**src/rtl/alu_operand_loader.sv**
```systemverilog
// Operand capture stage: samples the switch bus on successive load presses into A then B,
// and offers the pair to the ALU stage with a valid/ready handshake.
module alu_operand_loader #(
  parameter int WIDTH = 4
) (
  input  logic             clk,
  input  logic             rst,
  input  logic [WIDTH-1:0] sw,
  input  logic             load,
  input  logic             clear,
  input  logic             ready_i,
  output logic [WIDTH-1:0] a,
  output logic [WIDTH-1:0] b,
  output logic             valid_o,
  output logic [1:0]       phase
);

  localparam logic [1:0] ST_A     = 2'd0;
  localparam logic [1:0] ST_B     = 2'd1;
  localparam logic [1:0] ST_VALID = 2'd2;

  logic             sync_s1_r;
  logic             sync_s2_r;
  logic             prev_r;
  logic             press_s;
  logic [1:0]       state_r;
  logic [1:0]       state_nxt_s;
  logic [WIDTH-1:0] a_r;
  logic [WIDTH-1:0] b_r;
  logic [WIDTH-1:0] a_nxt_s;
  logic [WIDTH-1:0] b_nxt_s;
  logic             valid_s;

  // Load synchronizer and edge register; reset to 1 so a held button cannot fire a press.
  always_ff @(posedge clk) begin
    if (rst) begin
      sync_s1_r <= 1'b1;
      sync_s2_r <= 1'b1;
      prev_r    <= 1'b1;
    end else begin
      sync_s1_r <= load;
      sync_s2_r <= sync_s1_r;
      prev_r    <= sync_s2_r;
    end
  end

  assign press_s = sync_s2_r & ~prev_r;

  // State and operand registers.
  always_ff @(posedge clk) begin
    if (rst) begin
      state_r <= ST_A;
      a_r     <= {WIDTH{1'b0}};
      b_r     <= {WIDTH{1'b0}};
    end else begin
      state_r <= state_nxt_s;
      a_r     <= a_nxt_s;
      b_r     <= b_nxt_s;
    end
  end

  // Next-state and operand capture; clear overrides press and ready_i.
  always_comb begin
    state_nxt_s = state_r;
    a_nxt_s     = a_r;
    b_nxt_s     = b_r;
    if (clear) begin
      state_nxt_s = ST_A;
      a_nxt_s     = {WIDTH{1'b0}};
      b_nxt_s     = {WIDTH{1'b0}};
    end else begin
      case (state_r)
        ST_A: begin
          if (press_s) begin
            a_nxt_s     = sw;
            state_nxt_s = ST_B;
          end else begin
            state_nxt_s = ST_A;
          end
        end
        ST_B: begin
          if (press_s) begin
            b_nxt_s     = sw;
            state_nxt_s = ST_VALID;
          end else begin
            state_nxt_s = ST_B;
          end
        end
        ST_VALID: begin
          // Presses here are dropped; operands hold across the transfer.
          if (ready_i) begin
            state_nxt_s = ST_A;
          end else begin
            state_nxt_s = ST_VALID;
          end
        end
        default: begin
          state_nxt_s = ST_A;
        end
      endcase
    end
  end

  // Moore output decode of the state register.
  always_comb begin
    valid_s = 1'b0;
    case (state_r)
      ST_VALID: valid_s = 1'b1;
      default:  valid_s = 1'b0;
    endcase
  end

  assign valid_o = valid_s;
  assign phase   = state_r;
  assign a       = a_r;
  assign b       = b_r;

endmodule

```
**config.mk**
```make
export PLATFORM = sky130hd
export DESIGN_NAME = alu_operand_loader
export DESIGN_NICKNAME = d
export VERILOG_FILES = /design/src/rtl/alu_operand_loader.sv
export SDC_FILE = /design/constraint.sdc
export NUM_CORES = 1
export LEC_CHECK = 0
export CAP_MARGIN = 5
export CORE_MARGIN = 2
export CORE_UTILIZATION = 25
export DETAILED_ROUTE_END_ITERATION = 16
export GPL_TIMING_DRIVEN = 0
export SLEW_MARGIN = 40
export SYNTH_ARGS = -nofsm -noshare
export SYNTH_HDL_FRONTEND = slang
export SYNTH_SLANG_ARGS = --single-unit
```
**constraint.sdc**
```tcl
create_clock -name clk -period 1.8 [get_ports clk]
set_clock_uncertainty 0.05 [all_clocks]
set_input_delay 0.27 -clock clk [delete_from_list [all_inputs] [get_ports clk]]
set_output_delay 0.27 -clock clk [all_outputs]
set_load 0.03 [all_outputs]
```
==> impl_metrics.xml <==
<?xml version="1.0" encoding="UTF-8"?>
<metrics>
  <group name="run_status">
    <metric name="run_status" unit="">completed</metric>
  </group>
  <group name="cells_and_area">
    <metric name="final_nets" unit="">77</metric>
    <metric name="syn2layout_area_growth" unit="%">51.7</metric>
    <metric name="register_area" unit="µm²">260</metric>
    <metric name="mostFrequentLayoutCells" unit="">clkdlybuf4s50_1 (17), dfxtp_1 (13), nor2_1 (9)</metric>
    <metric name="fillers" unit="">193</metric>
    <metric name="layout-drive-gt1-share" unit="">0.149</metric>
    <metric name="finish.cell_count_without_fillers" unit="">92</metric>
    <metric name="multi_input_area" unit="µm²">206</metric>
    <metric name="ant_diodes" unit="">0</metric>
    <metric name="layout_commonest_cell" unit="">clkdlybuf4s50_1</metric>
  </group>
  <group name="yosys">
    <metric name="ys_top_cells_by_area" unit="">dfxtp_1 (54%), mux2i_1 (17%), nor2_1 (7.0%)</metric>
    <metric name="netlist_instances" unit="">44</metric>
    <metric name="synth_largest_area_cell" unit="">dfxtp_1</metric>
    <metric name="postSynthAreaPerCell" unit="µm²">10.9</metric>
    <metric name="synth.ff_latch_count" unit="">13</metric>
    <metric name="post_synth_instance_area" unit="µm²">482</metric>
    <metric name="synth.net_count" unit="">53</metric>
    <metric name="yosys_cell_types" unit="">13</metric>
    <metric name="synth.yosys.warnings" unit="">0</metric>
    <metric name="netlist.area_leader.share" unit="">0.540</metric>
    <metric name="synth_sequential_area_ratio" unit="">0.540</metric>
  </group>
  <group name="placement">
    <metric name="gp_congestion" unit="">0.757</metric>
    <metric name="hpwlAfterDp" unit="µm">674</metric>
    <metric name="placed_cells" unit="">88</metric>
    <metric name="port_buffers" unit="">19</metric>
  </group>
  <group name="routing">
    <metric name="drt_iter0_drc" unit="">0</metric>
    <metric name="num_vias" unit="">363</metric>
    <metric name="wl_met1" unit="µm">468</metric>
    <metric name="route.antenna.remaining_nets" unit="">0</metric>
    <metric name="drc_errors" unit="">0</metric>
    <metric name="drt-total-wl" unit="µm">897</metric>
    <metric name="met2RoutedLength" unit="µm">357</metric>
    <metric name="viasPerCell" unit="">3.95</metric>
    <metric name="wire_per_inst" unit="µm">9.75</metric>
    <metric name="route.top_layer_used" unit="">met4</metric>
    <metric name="detailedRoute.firstPassIterationCount" unit="">1</metric>
    <metric name="met3_wirelength" unit="µm">43</metric>
  </group>
  <group name="timing">
    <metric name="min_period" unit="ns">1.71</metric>
    <metric name="report.final.setup_viol" unit="">0</metric>
    <metric name="max_freq" unit="GHz">0.584</metric>
    <metric name="timing.final.max_slew_violations" unit="">0</metric>
    <metric name="fin_setup_tns" unit="ns">0</metric>
    <metric name="slew_headroom" unit="">0.705</metric>
    <metric name="finalHoldViolCount" unit="">0</metric>
    <metric name="max_slew.worst_pin.slew" unit="ns">0.440</metric>
    <metric name="fin_worst_hold_slack" unit="ns">0.366</metric>
    <metric name="final_min_period_over_clock_period" unit="">0.950</metric>
    <metric name="grt_setup_unrepaired" unit="">no</metric>
  </group>
  <group name="critical_path">
    <metric name="critical-path-top-delay-family" unit="">buffers and inverters</metric>
    <metric name="cpPeakStageDelay" unit="ns">0.71</metric>
    <metric name="worstPathCellList" unit="">clkdlybuf4s50_1</metric>
    <metric name="critPathBufInv" unit="">1</metric>
    <metric name="cp-end-kind" unit="">primary output</metric>
    <metric name="timing.critical_path.from_type" unit="">register</metric>
    <metric name="crit_arrival" unit="ns">1.39</metric>
    <metric name="path_max_fanout" unit="">5</metric>
    <metric name="cp.required" unit="ns">1.48</metric>
    <metric name="criticalPathCategory" unit="">reg2out</metric>
    <metric name="crit_path_top_delay_cell" unit="">clkdlybuf4s50_1</metric>
  </group>
  <group name="clock_network">
    <metric name="cts_max_level" unit="">1</metric>
    <metric name="number_of_hold_buffers_added_after_cts" unit="">0</metric>
    <metric name="ctsRootBufferMaster" unit="">clkbuf_4</metric>
    <metric name="clk_latency" unit="ns">0.26</metric>
    <metric name="tritoncts.num_buffers" unit="">3</metric>
    <metric name="cts_tree" unit="">yes</metric>
    <metric name="clkSinkCount" unit="">13</metric>
    <metric name="clock_tree.buffer_depth" unit="">2</metric>
    <metric name="worst_setup_hold_path_clk_slew" unit="ns">0.08</metric>
  </group>
  <group name="global_routing">
    <metric name="grt_antenna_before_repair" unit="">0</metric>
    <metric name="maximum_number_of_pins_on_one_net_before_global_route_repair" unit="">11</metric>
    <metric name="first_global_vias" unit="">325</metric>
    <metric name="grt_usage" unit="">0.0956</metric>
    <metric name="gr-total-overflow" unit="">0</metric>
    <metric name="grt_first_pass_wirelength" unit="mm">1.39</metric>
  </group>
  <group name="power_and_ir_drop">
    <metric name="powerDensity" unit="nW/µm²">685</metric>
    <metric name="cellLeakagePower" unit="nW">0.274</metric>
    <metric name="pwr-share-comb" unit="">0.074</metric>
    <metric name="net_switching_power" unit="mW">0.100</metric>
    <metric name="swShare" unit="">0.200</metric>
    <metric name="clkPwrFrac" unit="">0.339</metric>
    <metric name="power.internal" unit="mW">0.401</metric>
    <metric name="report.power.total" unit="mW">0.501</metric>
    <metric name="power_frac_seq" unit="">0.586</metric>
    <metric name="worst_ir_drop_vdd" unit="mV">0.290</metric>
  </group>
  <group name="flow_run">
    <metric name="drv.max_cap_violation_count" unit="">0</metric>
  </group>
  <group name="die">
    <metric name="chipWidth" unit="µm">47.9</metric>
    <metric name="design.core.area" unit="µm²">1760</metric>
    <metric name="ios" unit="">20</metric>
    <metric name="die_y" unit="µm">47.9</metric>
    <metric name="design.die.area" unit="µm²">2290</metric>
    <metric name="initial_utilization" unit="">0.273</metric>
    <metric name="placement_rows" unit="">15</metric>
  </group>
  <group name="hold_path">
    <metric name="timing.hold.worst.class" unit="">reg2reg</metric>
  </group>
</metrics>
layout make-up:
class	count	share of cell area
inverter	1	0.00514
sequential	13	0.356
timing repair buffer	19	0.262
tap	25	0.0428
buffer	2	0.0154
multi-input combinational	28	0.283
clock buffer	4	0.0360
timing repair:
item                                   4_1_cts  5_1_grt
setup endpoints to repair                    1        1
buffers inserted                             0        0
gates resized for setup                      1        1
endpoints found under the hold margin        0        0
state kept, by name (all words and copies together) (netlist names):
| register | cells |
|---|---|
| a | 4 |
| b | 4 |
| phase | 2 |
| prev_r | 1 |
| sync_s1_r | 1 |
| sync_s2_r | 1 |
cells by family after synthesis:
kind of cell,Yosys count,share of synthesized area
and+or+nand+nor,18,0.234
DFF,13,0.540
buffers and inverters,3,0.0312
muxes,8,0.166
AOI/OAI and AO/OA,1,0.0104
xor gates and xnor gates,1,0.0182
routing by layer:
metal  vias up  GRT usage
li1        192          -
met1       157      0.124
met2        12      0.123
met3         2     0.0226
met4         0     0.0973
met5         -          0
Yosys cell counts (all sizes together):
library cell  count
dfxtp            13
nor2              9
mux2i             8
or2               4
nor2b             2
a21oi             1
and4bb            1
buf               1
clkbuf            1
inv               1
nor3              1
nor4b             1
xnor2             1
power by group through the flow:
| stage | Clock [mW] | Combinational, mW | Sequential, mW |
|---|---|---|---|
| finish | 0.170 | 0.0372 | 0.294 |
| floorplan | 0 | 0.0125 | 0.302 |
| global route | 0.200 | 0.0400 | 0.294 |
| global placement | 0 | 0.0376 | 0.300 |
| CTS | 0.179 | 0.0377 | 0.294 |
| detailed placement | 0 | 0.0374 | 0.300 |
worst paths after layout:
kind	startpoint	cells after the start	slack (ns)	end
worst max-delay path	phase[1]	1	0.09	phase[1]
worst max register to register	phase[1]	3	0.50	a[3]
worst min-delay path	sync_s1_r	1	0.37	sync_s2_r
worst min register to register	sync_s1_r	1	0.37	sync_s2_r
metrics by stage:
step / cell area, µm² / utilization / worst slack [ns]
6_report: 731 / 0.414 / 0.0891
5_1_grt: 731 / 0.414 / 0.0153
4_1_cts: 728 / 0.413 / 0.0349
3_5_place_dp: 703 / 0.399 / 0.204
3_3_place_gp: 703 / 0.399 / 0.207
2_1_floorplan: 482 / - / 0.342
No activity file was read; power rests on OpenSTA's default activity.
